<file path="config.mk">
export PLATFORM = sky130hd
export DESIGN_NAME = synth_op
export DESIGN_NICKNAME = d
export VERILOG_FILES = /design/src/rtl/synth_pkg.sv /design/src/rtl/synth_sample_fifo.sv /design/src/rtl/synth_op.sv
export SDC_FILE = /design/constraint.sdc
export NUM_CORES = 1
export LEC_CHECK = 0
export CAP_MARGIN = 40
export CELL_PAD_IN_SITES_DETAIL_PLACEMENT = 0
export CELL_PAD_IN_SITES_GLOBAL_PLACEMENT = 1
export CORE_MARGIN = 2
export CORE_UTILIZATION = 35
export DETAILED_ROUTE_END_ITERATION = 16
export GPL_TIMING_DRIVEN = 0
export PLACE_DENSITY_LB_ADDON = 0.1
export SYNTH_ARGS = -nofsm -noshare
export SYNTH_HDL_FRONTEND = slang
export SYNTH_SLANG_ARGS = --single-unit
</file>
<file path="constraint.sdc">
create_clock -name clk -period 6.1 [get_ports clk]
set_input_delay 1.83 -clock clk [delete_from_list [all_inputs] [get_ports clk]]
set_output_delay 1.83 -clock clk [all_outputs]
set_load 0.005 [all_outputs]
</file>
<file path="src/rtl/synth_pkg.sv">
// Shared constants for the synth operator: command codes, waveform select encoding, phase width.
package synth_pkg;

    localparam int unsigned PHASE_W = 16;

    localparam logic [7:0] CMD_IDLE    = 8'h00;
    localparam logic [7:0] CMD_STEP    = 8'h01;
    localparam logic [7:0] CMD_PUSH    = 8'h81;
    localparam logic [7:0] CMD_FREQ_LO = 8'h41;
    localparam logic [7:0] CMD_FREQ_HI = 8'h11;
    localparam logic [7:0] CMD_AMP     = 8'h51;
    localparam logic [7:0] CMD_WAVE    = 8'h20;

    typedef enum logic [1:0] {
        WAVE_SAW    = 2'd0,
        WAVE_SQUARE = 2'd1,
        WAVE_TRI    = 2'd2,
        WAVE_ZERO   = 2'd3
    } wave_e;

endpackage

</file>
<file path="src/rtl/synth_sample_fifo.sv">
// DEPTH x 8 first-word-fall-through sample FIFO; pushes while full are dropped,
// pops while empty are ignored.
module synth_sample_fifo #(
    parameter int unsigned DEPTH = 16
) (
    input  logic       clk,
    input  logic       reset_n,
    input  logic       push,
    input  logic       pop,
    input  logic [7:0] din,
    output logic       full,
    output logic       valid,
    output logic [7:0] dout
);

    localparam int unsigned PTR_W = $clog2(DEPTH);
    localparam logic [PTR_W:0]   FULL_CNT = (PTR_W + 1)'(DEPTH);
    localparam logic [PTR_W:0]   CNT_ONE  = (PTR_W + 1)'(1);
    localparam logic [PTR_W-1:0] PTR_ONE  = PTR_W'(1);

    logic [7:0]       mem_q [DEPTH];
    logic [7:0]       mem_d [DEPTH];
    logic [PTR_W-1:0] wr_ptr_q, wr_ptr_d;
    logic [PTR_W-1:0] rd_ptr_q, rd_ptr_d;
    logic [PTR_W:0]   count_q, count_d;
    logic             push_ok, pop_ok;

    // Full/empty are judged on the registered count, so a pop cannot make room
    // for a push in the same cycle.
    always_comb begin
        push_ok  = push && (count_q != FULL_CNT);
        pop_ok   = pop && (count_q != '0);
        mem_d    = mem_q;
        wr_ptr_d = wr_ptr_q;
        rd_ptr_d = rd_ptr_q;
        count_d  = count_q;
        if (push_ok) begin
            mem_d[wr_ptr_q] = din;
            wr_ptr_d        = wr_ptr_q + PTR_ONE;
        end
        if (pop_ok) begin
            rd_ptr_d = rd_ptr_q + PTR_ONE;
        end
        if (push_ok && !pop_ok) begin
            count_d = count_q + CNT_ONE;
        end else if (pop_ok && !push_ok) begin
            count_d = count_q - CNT_ONE;
        end
    end

    always_ff @(posedge clk or negedge reset_n) begin
        if (!reset_n) begin
            mem_q    <= '{default: '0};
            wr_ptr_q <= '0;
            rd_ptr_q <= '0;
            count_q  <= '0;
        end else begin
            mem_q    <= mem_d;
            wr_ptr_q <= wr_ptr_d;
            rd_ptr_q <= rd_ptr_d;
            count_q  <= count_d;
        end
    end

    assign full  = (count_q == FULL_CNT);
    assign valid = (count_q != '0);
    assign dout  = valid ? mem_q[rd_ptr_q] : '0;

endmodule

</file>
<file path="src/rtl/synth_op.sv">
// Synth operator: decodes the control stream, runs the phase accumulator and
// feeds amplitude-scaled samples into the DAC FIFO. Optional SYNTH_OP_OVF_CNT_EN.
module synth_op
    import synth_pkg::*;
#(
    parameter int unsigned          DEPTH      = 16,
    parameter logic [PHASE_W-1:0]   RESET_FREQ = 16'h0100
) (
    input  logic       clk,
    input  logic       reset_n,
    input  logic [7:0] synth_ctrl,
    input  logic [7:0] synth_data,
    output logic       fifo_full,
    input  logic       dac_rd,
    output logic       dac_valid,
    output logic [7:0] dac_data,
    output logic [7:0] ovf_cnt
);

    logic [PHASE_W-1:0] phase_q, phase_d;
    logic [PHASE_W-1:0] freq_q, freq_d;
    logic [7:0]         amp_q, amp_d;
    wave_e              wave_q, wave_d;
    logic [7:0]         sample_q, sample_d;
    logic [7:0]         wave_val;
    logic               push;

    always_comb begin
        phase_d = phase_q;
        freq_d  = freq_q;
        amp_d   = amp_q;
        wave_d  = wave_q;
        push    = 1'b0;
        case (synth_ctrl)
            CMD_STEP:    phase_d      = phase_q + freq_q;
            CMD_PUSH:    push         = 1'b1;
            CMD_FREQ_LO: freq_d[7:0]  = synth_data;
            CMD_FREQ_HI: freq_d[15:8] = synth_data;
            CMD_AMP:     amp_d        = synth_data;
            CMD_WAVE:    wave_d       = wave_e'(synth_data[1:0]);
            default:     ;
        endcase
    end

    // Sample is built from registered phase/amp, so it trails a command by one extra edge.
    always_comb begin
        wave_val = '0;
        case (wave_q)
            WAVE_SAW:    wave_val = phase_q[15:8];
            WAVE_SQUARE: wave_val = phase_q[15] ? 8'hFF : 8'h00;
            WAVE_TRI:    wave_val = phase_q[15] ? ~phase_q[14:7] : phase_q[14:7];
            default:     wave_val = '0;
        endcase
        sample_d = 8'((16'(wave_val) * 16'(amp_q)) >> 8);
    end

    always_ff @(posedge clk or negedge reset_n) begin
        if (!reset_n) begin
            phase_q  <= '0;
            freq_q   <= RESET_FREQ;
            amp_q    <= '0;
            wave_q   <= WAVE_SAW;
            sample_q <= '0;
        end else begin
            phase_q  <= phase_d;
            freq_q   <= freq_d;
            amp_q    <= amp_d;
            wave_q   <= wave_d;
            sample_q <= sample_d;
        end
    end

    synth_sample_fifo #(
        .DEPTH (DEPTH)
    ) u_fifo (
        .clk     (clk),
        .reset_n (reset_n),
        .push    (push),
        .pop     (dac_rd),
        .din     (sample_q),
        .full    (fifo_full),
        .valid   (dac_valid),
        .dout    (dac_data)
    );

`ifdef SYNTH_OP_OVF_CNT_EN
    logic [7:0] ovf_q, ovf_d;

    always_comb begin
        ovf_d = ovf_q;
        if (push && fifo_full && (ovf_q != 8'hFF)) begin
            ovf_d = ovf_q + 8'd1;
        end
    end

    always_ff @(posedge clk or negedge reset_n) begin
        if (!reset_n) begin
            ovf_q <= '0;
        end else begin
            ovf_q <= ovf_d;
        end
    end

    assign ovf_cnt = ovf_q;
`else
    assign ovf_cnt = '0;
`endif

endmodule

</file>
# Word level (Yosys, flattened, before mapping)
# Index checks and enable logic that the tools add are counted.
# W data, S select, Z words.
# op_classes
magnitude_cmp	3
reduce_logical	10
eq_ne	10
muxes	13
n_bitwise	3
n_addsub	5
n_mul	1
# ops
operator	n
$bwmux W128	1
$mux W8	6
$bmux W8 S4	1
$demux W8 S4	1
$pmux W8 S3	1
$add A16 B16 Y16	1
$eq A8 B7 Y1 const B	2
$mul A8 B8 Y16	1
$ge A5 B5 Y1 const B	2
$mux W5	2
$not A4 Y5	2
$add A4 B1 Y4 const B	2
$eq A8 B1 Y1 const B	1
$eq A8 B5 Y1 const B	1
$eq A8 B6 Y1 const B	1
$eq A8 B8 Y1 const B	1
$not A8 Y8	1
$add A5 B1 Y5 const B	1
$eq A5 B5 Y1 const B	1
$logic_and A1 B1 Y1	5
$lt A5 B1 Y1 const B	1
$ne A5 B5 Y1 const B	1
$reduce_bool A5 Y1	1
$sub A5 B1 Y5 const B	1
6 further kinds	7
# word_totals
inputBits	19
elab_cells	70
regBits	191

# Longest topological paths before layout
# Gate-level depths: netlist of the first run.
# depth
depth_word	7
mapped_depth	20
mapped_depth_nobuf	19

# Hierarchy
# A second synthesis of the first run with hierarchy kept.
# hier_totals
hier_cells	937
area_unflattened_um2	11956.5
# modules_own_cells
module	seq_area_each_um2	area_per_inst_um2	cells_per_inst	instances
synth_sample_fifo	3528.4	7138.1	442	1
synth_op	1252.5	4818.4	495	1

# Least setup slack after synthesis of the first run
# OpenSTA, ideal clock, no wires.
# synth_timing
kind	reg2reg
from	register phase_q[15]
to	register sample_q[7]
arrival_ns	4.760
stages_incl_launch_ff	19
required_time_ns	5.975
path_buffers	0
path_slack_ns	1.215
path_cell_list	dfrtp_1 -> and2b_1 -> a21oi_1 -> o21ai_0 -> nand2_1 -> fa_1 -> fa_1 -> inv_1 -> fa_1 -> inv_1 -> fa_1 -> inv_1 -> ha_1 -> a2111o_1 -> a31oi_1 -> o31ai_4 -> a31oi_1 -> o21bai_1 -> xnor2_1
# synth_via
elab_chain_len	3
# synth_lines
item	line	text
from (decl)	synth_op.sv:20	logic [PHASE_W-1:0] phase_q, phase_d;
from (signal assigned)	synth_op.sv:65	phase_q <= phase_d;
$mux W8, on equally long branches	synth_op.sv:51, synth_op.sv:50	
$pmux W8 S3 (*)	synth_op.sv:48	case (wave_q)
$mul A8 B8 Y16 (*)	synth_op.sv:54	sample_d = 8'((16'(wave_val) * 16'(amp_q)) >> 8);
named net sample_d[7]	synth_op.sv:24	logic [7:0] sample_q, sample_d;
to (signal assigned)	synth_op.sv:69	sample_q <= sample_d;
to (decl)	synth_op.sv:24	
# Mark *: on every way through the listed nets, which the timed path passes. The rest lies on a longest branch.
# A chain may end at the register's enable or synchronous reset.

# Final worst setup path of the first run
# layout_timing
from	register phase_q[15]
to	register sample_q[5]
# The elaborated chain is that of the path after synthesis.

==> results.toml, run 1 <==
[placement]
gp_congestion = 0.7214
place_hpwl_um = 18170
port_buffers = 28

[clock_tree]
clock_latency_ps = 440
cts_buffer_depth = 2
cts_setup_buffers = 0
cts_buffers = 17
cts_tree = "built"
h-tree-depth = 4
clk_pin_slew_ps = 80
postCtsHoldBufs = 0
cts-root-buf = "clkbuf_16"
cts_sinks = 191

[final_layout]
syn2layout_area_growth_pct = 13.26
fillers = 3049
multi_input_area_mm2 = 0.006148
drive_above_1_share_pct = 29.32
final_nets = 1048
ff_latch_area_mm2 = 0.004781
antenna_cells = 0

[sta]
rsz0062_at_grt = "false"
slew_headroom_pct = 41.79
layout_min_cycle_time_ps = 5551
finClkSkew_ps = 14.11
drv_slew = 0
finalCritPeriodShare_pct = 91.00
max_freq_mhz = 180.2
worst_pin_slew_ps = 873.2
fin_hold_ws_ps = 486.6
hold_viol = 0
setup_viol = 0

[drt]
first_pass_iters = 7
wl_um = 24970
num_vias = 6719
drt_iter0_markers = 291
final_antenna_net_count = 0
wire_per_inst_um = 18.50
vias_per_cell = 4.977
detail_route.drc_violations = 0

[synthesis]
synth.most_common_cell = "dfrtp_1"
synth_top_area_share_pct = 42.02
synth_area_mm2 = 0.01131
synth_xor_area_share_pct = 2.322
synth_top_family_by_area = "multiplexers"
synth.ff_latch_count = 191
synthAdderAreaFrac_pct = 12.85
ys_warn_count = 0
syn_inst = 877
synth_mux_area_share_pct = 23.48
yosys-top-cells-area = "dfrtp_1 (42%), mux2_2 (15%), mux4_2 (8.0%)"
synth_top_cell_by_area = "dfrtp_1"
synth-simple-area-share_pct = 10.25
synth.avg_cell_area_um2 = 12.90
synthTopCellsByCount = "dfrtp_1 (190), mux2_2 (154), ha_1 (57)"
seq_area_frac_synth_pct = 42.25
async_reset_ff_share_pct = 100.0
synth-compound-area-share_pct = 5.175
synth-edff-count = 0
ys_types = 62
ys.flop_type = "dfrtp_1"

[global_routing]
antenna_found_initial = 0
grt_pass1_vias = 7118
grt-ovfl-total = 0
track_usage_pct = 15.89
grt_pass1_wl_um = 40720
grt_max_degree = 113

[power_and_ir_drop]
ir_drop_uv = 192.9
fin_total_pwr_mw = 3.134
p_per_area_mw_per_mm2 = 244.6
power.leakage_nw = 6.272

[critical_path]
path_class = "flop to flop"
crit_required_ps = 6440
crit_arrival_ps = 5890
end_kind = "flop"
cp-start-kind = "flop"
cp_max_fo = 8

[floorplanning]
die_h_um = 183.8
initial_utilization_pct = 35.67
row_count = 65
die-area_mm2 = 0.03378
ios = 37
die_w_um = 183.8
coreArea_mm2 = 0.03172

[job]
max_cap_violations = 0

[min_path]
hold_path_class = "flop to flop"

[run_status]
outcome = "finished clean"
==> final timing paths <==
path                                               start                       endpoint  slack (ps)  depth (start not counted)
setup / recovery                 phase_q[15]$_DFFE_PN0N_          sample_q[5]$_DFF_PN0_         550                         18
hold / removal             u_fifo.count_q[4]$_DFFE_PN0P_  u_fifo.count_q[4]$_DFFE_PN0P_         490                          1
setup reg to reg                 phase_q[15]$_DFFE_PN0N_          sample_q[5]$_DFF_PN0_         550                         18
hold reg to reg            u_fifo.count_q[4]$_DFFE_PN0P_  u_fifo.count_q[4]$_DFFE_PN0P_         490                          1
max in group asynchronous                        reset_n         freq_q[12]$_DFFE_PN0N_        3720                          2
min in group asynchronous                        reset_n   u_fifo.mem_q[93]$_DFFE_PN0P_        1450                          1
==> registers in the layout, indices dropped and copies added (netlist names) <==
signal           flops
u_fifo.mem_q       128
freq_q              16
phase_q             16
amp_q                8
sample_q             8
u_fifo.count_q       5
u_fifo.rd_ptr_q      4
u_fifo.wr_ptr_q      4
wave_q               2
==> area by class of cell <==
| type | instances | share of cell area [%] |
|---|---|---|
| plain buffers | 41 | 1.689 |
| clock buffers | 17 | 3.320 |
| clock inverters | 15 | 1.650 |
| inverters | 52 | 1.523 |
| multi-input cells | 600 | 47.98 |
| flip-flops and latches | 191 | 37.31 |
| well taps | 402 | 3.925 |
| repair buffers | 32 | 2.607 |
==> through the flow <==
stage	instance area (µm²)	instances	utilization, %	TNS (ps)	worst slack (ps)
floorplan	11340	884	-	0	1215
global placement	12120	1314	38.22	-1024020	-5395
detailed placement	12180	1318	38.39	0	209.3
CTS	12810	1350	40.40	0	157.3
global route	12810	1350	40.40	0	45.08
finish	12810	1350	40.40	0	549.2
==> per-layer routing <==
metal / vias up / track usage [%] / share of wire (%)
li1: 3196 / - / -
met1: 3446 / 21.28 / 47
met2: 61 / 26.91 / 50
met3: 16 / 2.595 / 2.0
met4: 0 / 3.968 / 1.3
met5: - / 0 / 0
==> what timing repair did <==
action,CTS,global route
hold endpoints to repair,0,0
resized for setup,0,2
setup endpoints to repair,0,5
==> cell families after synthesis <==
group / after synthesis
flops: 191
compound gates: 92
mux: 196
buf+inv: 93
fa+ha+maj: 94
xor+xnor: 30
simple gates: 180
other cells: 1
==> report_power, final <==
group	total, mW	switching [mW]	internal (mW)
Clock	1.19	0.588	0.603
Combinational	0.578	0.330	0.249
Sequential	1.37	0.0473	1.32
Total	3.13	0.965	2.17
==> worst max-delay path, cell delays in order, from the launching register on <==
cell      delay [ps]
dfrtp_1          380
and2b_1          340
a21oi_1          110
o21ai_1          520
nand2_1          150
fa_1             460
fa_1             500
inv_1             60
fa_1             540
inv_1             60
fa_1             530
inv_1             50
ha_1             200
a2111o_1         390
a31oi_1          410
o31ai_4          160
o21ai_1          220
a21oi_1          120
xor2_1           240
==> layout by cell type, fill, tap and decap left out, types with 8 or more instances in the layout <==
| cell | n |
|---|---|
| a21o_1 | 9 |
| a21oi_1 | 18 |
| and2_1 | 53 |
| buf_2 | 10 |
| buf_4 | 9 |
| clkbuf_1 | 19 |
| clkbuf_16 | 17 |
| clkdlybuf4s50_1 | 27 |
| conb_1 | 8 |
| dfrtp_1 | 190 |
| fa_1 | 37 |
| ha_1 | 57 |
| inv_1 | 52 |
| mux2_2 | 154 |
| mux4_2 | 40 |
| nand2_1 | 39 |
| nand3_4 | 8 |
| nor2_1 | 19 |
| nor2b_1 | 18 |
| o21ai_0 | 32 |
| xnor2_1 | 18 |
| xor2_1 | 12 |
(Power assumes the default switching activity.)
==> inputs of run 2 (changes only) <==
--- a/config.mk
+++ b/config.mk
@@ -13,6 +13,7 @@
 export DETAILED_ROUTE_END_ITERATION = 16
 export GPL_TIMING_DRIVEN = 0
 export PLACE_DENSITY_LB_ADDON = 0.1
+export REMOVE_ABC_BUFFERS = 1
 export SYNTH_ARGS = -nofsm -noshare
 export SYNTH_HDL_FRONTEND = slang
 export SYNTH_SLANG_ARGS = --single-unit
==> results.toml, run 2 (synthesis results as in run 1) <==
[run_status]
outcome = "finished clean"

[critical_path]
startpoint = "phase_q[15]$_DFFE_PN0N_"
crit_required_ps = 6410
path_class = "flop to flop"
crit_arrival_ps = 5980
slowest_delay_ps = 540
crit_path_cell_trace = "and2b_1, a21oi_1, o21ai_0, buf_2, nand2_1, fa_1, fa_1, inv_1, fa_1, inv_1, fa_1, inv_1, ha_1, a2111o_1, a31oi_1, o31ai_4, a31oi_1, o21bai_1, xnor2_1"
cpMostUsedCell = "fa_1"
cp_max_fo = 11
critPathSlowestCell = "fa_1"
end_kind = "flop"
r2r_start = "phase_q[15]$_DFFE_PN0N_"
cp-start-kind = "flop"

[sta]
rsz0062_at_grt = "false"
max_freq_mhz = 176.5
layout_min_cycle_time_ps = 5666
setup_viol = 0
hold_viol = 0
finalCritPeriodShare_pct = 92.89
worst_pin_slew_ps = 788.1
slew_headroom_pct = 47.46
drv_slew = 0
finClkSkew_ps = 10.33

[drt]
first_pass_iters = 4
num_vias = 6724
drt_iter0_markers = 274
final_antenna_net_count = 0
vias_per_cell = 5.117
detail_route.drc_violations = 0
wire_per_inst_um = 18.89
wl_um = 24820

[final_layout]
final_nets = 1013
final_area_mm2 = 0.01263
antenna_cells = 0
largest_reg_flops = 128
regMostFlops = "u_fifo.mem_q"
mostFrequentLayoutCells = "dfrtp_1 (188), mux2_2 (154), ha_1 (57)"
drive_above_1_share_pct = 29.28
final_common_cell = "dfrtp_1"
reg_top3 = "u_fifo.mem_q: 128 flops, freq_q: 16 flops, phase_q: 16 flops"
fin_util_pct = 39.82
syn2layout_area_growth_pct = 11.62
multi_input_area_mm2 = 0.006152
ff_latch_area_mm2 = 0.004783
fillers = 3005

[placement]
port_buffers = 28
placed_area_mm2 = 0.01204
gp_congestion = 0.7476
place_hpwl_um = 18320

[clock_tree]
clock_latency_ps = 430
cts_buffer_depth = 2
cts-root-buf = "clkbuf_16"
cts_sinks = 191
cts_buffers = 17
clk_pin_slew_ps = 70
cts_tree = "built"
h-tree-depth = 4

[floorplanning]
die_h_um = 183.8
initial_utilization_pct = 35.67
die_w_um = 183.8
row_count = 65
die-area_mm2 = 0.03378
coreArea_mm2 = 0.03172
ios = 37

[min_path]
hold_path_class = "flop to flop"
hp-start = "u_fifo.count_q[4]$_DFFE_PN0P_"

[global_routing]
antenna_found_initial = 0
grt_pass1_wl_um = 40980
grt-ovfl-total = 0
grt_max_degree = 109
track_usage_pct = 15.81
grt_pass1_vias = 7243

[power_and_ir_drop]
p_per_area_mw_per_mm2 = 243.1
power.leakage_nw = 6.168
ir_drop_uv = 187.7

[job]
max_cap_violations = 0
## run 2: cell count changes in the layout (fill, tap and decap cells not counted), sizes merged
cell,delta
clkbuf,-18
buf,-16
clkinvlp,+1
clkinv,-3
## run 2: stage by stage
step | power, mW | setup slack [ps] | instances | setup TNS, ps | hold slack, ps
detailed placement | 1.987 | 362.6 | 1283 | 0 | 470.8
floorplan | 1.767 | 743.9 | 843 | 0 | 446.5
global route | 3.231 | 2.873 | 1314 | 0 | 498.2
finish | 3.070 | 433.7 | 1314 | 0 | 485.0
CTS | 3.128 | 318.4 | 1314 | 0 | 487.2
global placement | 1.939 | -4535 | 1273 | -857340 | 465.2
## run 2: timing repair
action / CTS / global route
hold buffers: 0 / 0
setup buffers: 0 / 0
gates resized for setup: 0 / 1
endpoints found under the setup margin: 0 / 1
## run 2: cell type report
type | instances | share of cell area [%]
multi-input cells | 600 | 48.71
flip-flops and latches | 191 | 37.87
well taps | 402 | 3.983
clock buffers | 18 | 3.477
repair buffers | 38 | 3.249
inverters | 52 | 1.545
clock inverters | 13 | 1.159
## run 2: final timing paths
kind	slack (ps)	to	cells after the start
hold / removal	490	u_fifo.count_q[4]$_DFFE_PN0P_	1
setup reg to reg	430	sample_q[7]$_DFF_PN0_	19
setup / recovery	430	sample_q[7]$_DFF_PN0_	19
hold reg to reg	490	u_fifo.count_q[4]$_DFFE_PN0P_	1
min in group asynchronous	1360	u_fifo.mem_q[78]$_DFFE_PN0P_	1
max in group asynchronous	3720	freq_q[8]$_DFFE_PN1N_	2
## run 2: worst max-delay path, delay by kind of cell, from the launching register on
| family | cells | cell delay (ps) |
|---|---|---|
| compound gates | 7 | 1740 |
| xor+xnor | 1 | 130 |
| buf+inv | 4 | 420 |
| simple gates | 2 | 490 |
| flops | 1 | 510 |
| fa+ha+maj | 5 | 2260 |
## run 2: layer usage
metal	up-vias	track usage, %	wire length (µm)
li1	3137	-	-
met1	3491	20.16	11080
met2	76	27.97	12910
met3	20	2.773	530
met4	0	3.584	302
met5	-	0	0
## run 2: report_power, final
part	switching [mW]	leakage [nW]	internal, mW
clock	0.533	0.283	0.590
sequential	0.153	2.62	1.32
combinational	0.231	3.26	0.245
total	0.916	6.17	2.15
==> patch 1, RTL diff (settings of run 2) <==
`DEPTH` is set to 16 in 2 places; all go to 32.
--- a/src/rtl/synth_sample_fifo.sv
+++ b/src/rtl/synth_sample_fifo.sv
@@ -1,7 +1,7 @@
 // DEPTH x 8 first-word-fall-through sample FIFO; pushes while full are dropped,
 // pops while empty are ignored.
 module synth_sample_fifo #(
-    parameter int unsigned DEPTH = 16
+    parameter int unsigned DEPTH = 32
 ) (
     input  logic       clk,
     input  logic       reset_n,
--- a/src/rtl/synth_op.sv
+++ b/src/rtl/synth_op.sv
@@ -3,7 +3,7 @@
 module synth_op
     import synth_pkg::*;
 #(
-    parameter int unsigned          DEPTH      = 16,
+    parameter int unsigned          DEPTH      = 32,
     parameter logic [PHASE_W-1:0]   RESET_FREQ = 16'h0100
 ) (
     input  logic       clk,
Formal check against the unedited RTL: no difference found for any inputs over 4 cycles, from zero or initial values and one cycle with reset_n low; that may be too few to reach the edited logic, so the function may still have changed.
==> patch 1 against run 2 <==
Via count is 47% higher. Synthesized cell count is 43% higher. Core utilization is 0.93 points higher. Hold slack hardly changed. Final area is 67% higher. Setup slack worse by 10 ps. Largest power group is now clock. Synthesized area is 62% higher. Wire length is 68% higher. Total power is 86% higher. Global-route usage is 0.50 points higher. Highest routed layer unchanged. Sequential cell count is 131 higher.
==> patch 1: results (changes against run 2) <==
- Outcome: completed (unchanged)
- Worst ir drop on vdd: 0.226 mV (was 0.188 mV)
- Vias per cell: 4.94 (was 5.12)
- Gate Count Post-Synth: 1251 (was 877)
- Clock-pin slew on the worst setup and hold paths: about 60 ps
- Vias in the first global route: 10785 (was 7243)
- Initial antenna violation count: 1 (was 0)
- All-Layer GR Usage: 0.163 (was 0.158)
- Top Registers: u_fifo.mem_q x256, freq_q x16, phase_q x16 (was u_fifo.mem_q x128, freq_q x16, phase_q x16)
- R2R Path End: sample_q[7] (unchanged)
- Hpwl dp: 28.6 mm (was 18.3 mm)
- Leakage power: 10.2 nW (was 6.17 nW)
- Layout cell share with drive strength beyond 1: 0.308 (was 0.293)
- CP max FO: 11 (unchanged)
- Reg2reg setup slack: 420 ps
- DR iter-0 viols: 467 (was 274)
- CTS buffer count: 40 (was 17)
- Nets@finish: 1396 (was 1013)
- Worst-margin pin slew: 820 ps (was 788 ps)
- Buffers added on ports: 28 (unchanged)
- Cell depth of the worst flop-to-flop path: 17 (was 19)
- Asr flop ratio synth: 1.00 (unchanged)
- Synth area leaders: dfrtp_1 44%, mux2_4 12%, mux4_2 9.8% (was dfrtp_1 42%, mux2_2 15%, mux4_2 8.0%)
- Top_reg_cell synth: dfrtp_1 (unchanged)
- Skew final: 31.3 ps (was 10.3 ps)
- Postcts setup bufs: 0 (unchanged)
- Placed cells: 1920 (was 1283)
- Resized Gates After CTS: 0 (unchanged)
- Worst R2R Start: phase_q[15] (unchanged)
- Crit path DAT: 6130 ps (was 5980 ps)
- Number of synthesized flops with an enable pin: 0 (unchanged)
- Synth Warn #: 0 (unchanged)
- Hold worst-path end: u_fifo.mem_q[233] (was u_fifo.count_q[4])
- Top cells by count, synth: 321 x dfrtp_1, 152 x mux2_4, 104 x mux2_1 (was 190 x dfrtp_1, 154 x mux2_2, 57 x ha_1)
- Sequential cell area fraction in the yosys report: 0.439 (was 0.423)
- Largest net degree at the start of global routing: 94 (was 109)
- H-tree depth: 2 (was 4)
- WL per Instance: 21.0 microns (was 18.9 microns)
- Via count: 9853 (was 6724)
- Hold Path Stages: 1 (unchanged)
- RD Place Congestion: 0.724 (was 0.748)
- Hold path startpoint: u_fifo.mem_q[233] (was u_fifo.count_q[4])
- Hold Path Class: reg2reg (unchanged)
- First-pass GRT wire length: 67.2 mm (was 41.0 mm)
- Worst-Skew Late Latency: 570 ps (was 430 ps)
- Number of diodes: 0 (unchanged)
- Hold_ws: 485 ps (about the same)
- Pre-antenna DRT Iters: 4 (unchanged)
- Distinct cell type count of the synthesized netlist: 67 (was 62)
- Clock buffer depth: 3 (was 2)
## patch 1: final cells by class
| class | count | area [sq um] |
|---|---|---|
| Clock inverter | 9 | 159 |
| Clock buffer | 64 | 1230 |
| Multi-Input combinational cell | 816 | 9760 |
| Timing Repair Buffer | 51 | 774 |
| Inverter | 51 | 191 |
| Sequential cell | 322 | 8070 |
| Fill cell | 4765 | 30600 |
| Tap cell | 680 | 851 |
## patch 1: where the power goes
group,switching (mW),internal (mW)
Clock,0.966,1.52
Sequential,0.208,2.20
Combinational,0.394,0.418
Total,1.57,4.13
## patch 1: cells by family after synthesis
logic type,synth area share
AOI/OAI and AO/OA,0.0339
other,0.000204
muxes,0.309
adders and majority gates,0.0799
xor gates and xnor gates,0.0134
and+or+nand+nor,0.0938
DFF,0.439
buffers and inverters,0.0311
## patch 1: metrics by stage
stage	worst slack, ps	setup TNS [ps]	area, sq um
2_1_floorplan	351	0	18000
3_3_place_gp	-11640	-3740890	19100
3_5_place_dp	362	0	19600
4_1_cts	329	0	21000
5_1_grt	39.4	0	21000
6_report	423	0	21000
## patch 1: critical path: stages, from the launching register on
cell and delay (ps):
dfrtp_1 510, and2b_2 360, a21oi_1 80, o21ai_0 580, buf_2 280, and2_1 150, fa_1 440, fa_1 530
fa_1 560, inv_1 60, fa_1 530, inv_1 40, ha_1 210, or3_1 370, a41oi_2 260, o31ai_2 150
a221oi_2 270, xnor2_1 180
## patch 1: routing by layer
layer | wire [microns] | GRT usage | vias up
met4 | 839 | 0.0460 | 0
met3 | 1280 | 0.0246 | 53
met5 | 0 | 0 | -
met2 | 19800 | 0.263 | 101
li1 | - | - | 4558
met1 | 19900 | 0.227 | 5141
## patch 1: how the worst max path moves through the flow
stage                       startpoint     endpoint  slack, ps  cells after the start
detailed placement         phase_q[15]  sample_q[7]        360                     17
global placement               reset_n    freq_q[0]     -11640                      1
floorplan           u_fifo.rd_ptr_q[0]  dac_data[0]        350                      4
finish                     phase_q[15]  sample_q[7]        420                     17
CTS                        phase_q[15]  sample_q[7]        330                     17
global route                 wave_q[0]  sample_q[7]         40                     19
==> patch 2, RTL diff (config.mk and constraints of run 2) <==
Made on the original files. `sample_q` no longer has a reset.
--- a/src/rtl/synth_op.sv
+++ b/src/rtl/synth_op.sv
@@ -60,14 +60,16 @@
             freq_q   <= RESET_FREQ;
             amp_q    <= '0;
             wave_q   <= WAVE_SAW;
-            sample_q <= '0;
         end else begin
             phase_q  <= phase_d;
             freq_q   <= freq_d;
             amp_q    <= amp_d;
             wave_q   <= wave_d;
-            sample_q <= sample_d;
         end
+    end
+
+    always_ff @(posedge clk) begin
+        sample_q <= sample_d;
     end
 
     synth_sample_fifo #(
Function: no difference found for any inputs over 4 cycles, from zero or initial values and one cycle with reset_n low; that may be too few to reach the edited logic, so the function may still have changed.
==> patch 2 against run 2 <==
Setup slack worse by 1.8 ps. Clock power down 4%. Wire length shrank 0.15%. Final area shrank 0.49%. Largest cell class unchanged. Via count fell by 1.1%. Critical endpoint is now sample_q[5]. Highest routed layer unchanged. Sequential cell count is the same. Critical path depth did not move. Synthesized area shrank 0.35%. Largest power group unchanged. Total power is 1.8% lower.
==> patch 2: results (changes against run 2) <==
- Outcome: completed (unchanged)
- Top cells by count, synth: 182 x dfrtp_1, 154 x mux2_2, 57 x ha_1 (was 190 x dfrtp_1, 154 x mux2_2, 57 x ha_1)
- Layout cell share with drive strength beyond 1: 0.292 (was 0.293)
- Post-Layout Cell Count: 1315 (was 1314)
- Layout fillers: 2937 (was 3005)
- Post-synthesis mux area share: 0.236 (was 0.235)
- All-Layer GR Usage: 0.158 (about the same)
- Drt total wl: 24.8 mm (about the same)
- DR iter-0 viols: 320 (was 274)
- M2 GR Usage: 0.277 (was 0.280)
- DP Area: 0.0120 sq mm (about the same)
- CP max FO: 13 (was 11)
- RD Place Congestion: 0.755 (was 0.748)
- Worst ir drop on vdd: 0.204 mV (was 0.188 mV)
- CP max stage cell: dfrtp_1 (was fa_1)
- Crit path DAT: 6000 ps (was 5980 ps)
- Worst-margin pin slew: 750 ps (was 788 ps)
- Hold Path Class: reg2reg (unchanged)
- Distinct cell type count of the synthesized netlist: 63 (was 62)
- DR WL met2: 12.8 mm (was 12.9 mm)
- Met3 Usage GRT: 0.0267 (was 0.0277)
- Metal3 WL: 523 microns (was 530 microns)
- Met1 GRT Util: 0.202 (about the same)
- Leakage power: 6.10 nW (was 6.17 nW)
- Sequential cell area fraction in the yosys report: 0.420 (was 0.423)
- Synth Area in XOR/XNOR: 0.0233 (was 0.0232)
- CP max stage delay: 570 ps (was 540 ps)
- Dpl ws: 228 ps (was 363 ps)
- Gate Count Post-Synth: 877 (unchanged)
- Hpwl dp: 18.5 mm (was 18.3 mm)
- Vias in the first global route: 7251 (was 7243)
- Skew final: 12.9 ps (was 10.3 ps)
- Metal1 wirelength: 11.2 mm (was 11.1 mm)
- Pre-antenna DRT Iters: 6 (was 4)
- Int Pwr: 2.10 mW (was 2.15 mW)
- Via count: 6652 (was 6724)
- Sequential group share of total power: 0.483 (was 0.479)
- Synth Area in Compound Gates: 0.0519 (was 0.0518)
- First-pass GRT wire length: 40.8 mm (was 41.0 mm)
- Largest net degree at the start of global routing: 106 (was 109)
## patch 2: cell types whose count changed in the layout (fill, tap and decap cells not counted), sizes merged
cell and delta:
dfxtp +8, clkbuf +1, dfrtp -8, inv +2, bufinv -1, clkinvlp +1, clkinv -2
## patch 2: worst register-to-register path, cell delays in order (launching register included)
cell      delay (ps)
dfrtp_1          570
and2b_1          320
a21oi_1          110
o21ai_0          310
buf_2            260
nand2_1           90
fa_1             480
fa_1             550
inv_1             60
fa_1             550
inv_1             60
fa_1             540
inv_1             50
ha_1             200
a2111o_1         420
a31oi_2          300
o31ai_4          130
o21ai_1          200
a21oi_1          110
xor2_1           260
## patch 2: path summary, 6_finish.rpt
kind                                  from                 end  slack [ps]  cells after the start
hold / removal             u_fifo.mem_q[3]     u_fifo.mem_q[3]         490                      1
hold reg to reg            u_fifo.mem_q[3]     u_fifo.mem_q[3]         490                      1
max in group asynchronous          reset_n  u_fifo.rd_ptr_q[1]        3790                      2
setup reg to reg                 wave_q[1]         sample_q[5]         430                     19
min in group asynchronous          reset_n    u_fifo.mem_q[87]        1350                      1
setup / recovery                 wave_q[1]         sample_q[5]         430                     19
## patch 2: cell type report
| cell class | instances | area, sq um | area share |
|---|---|---|---|
| multi-input combinational | 600 | 6160 | 0.490 |
| sequential | 191 | 4740 | 0.377 |
| clock inverter | 13 | 124 | 0.00986 |
| inverter | 52 | 195 | 0.0155 |
| tap | 402 | 503 | 0.0400 |
| clock buffer | 19 | 433 | 0.0344 |
| timing repair buffer | 38 | 410 | 0.0327 |
## patch 2: cells by family after synthesis
logic type	after synthesis
multiplexers	196
flip-flops	191
AO/OA/AOI/OAI	92
XOR/XNOR	30
adder cells (fa/ha/maj)	94
AND/OR/NAND/NOR	180
buffers and inverters	93
other	1
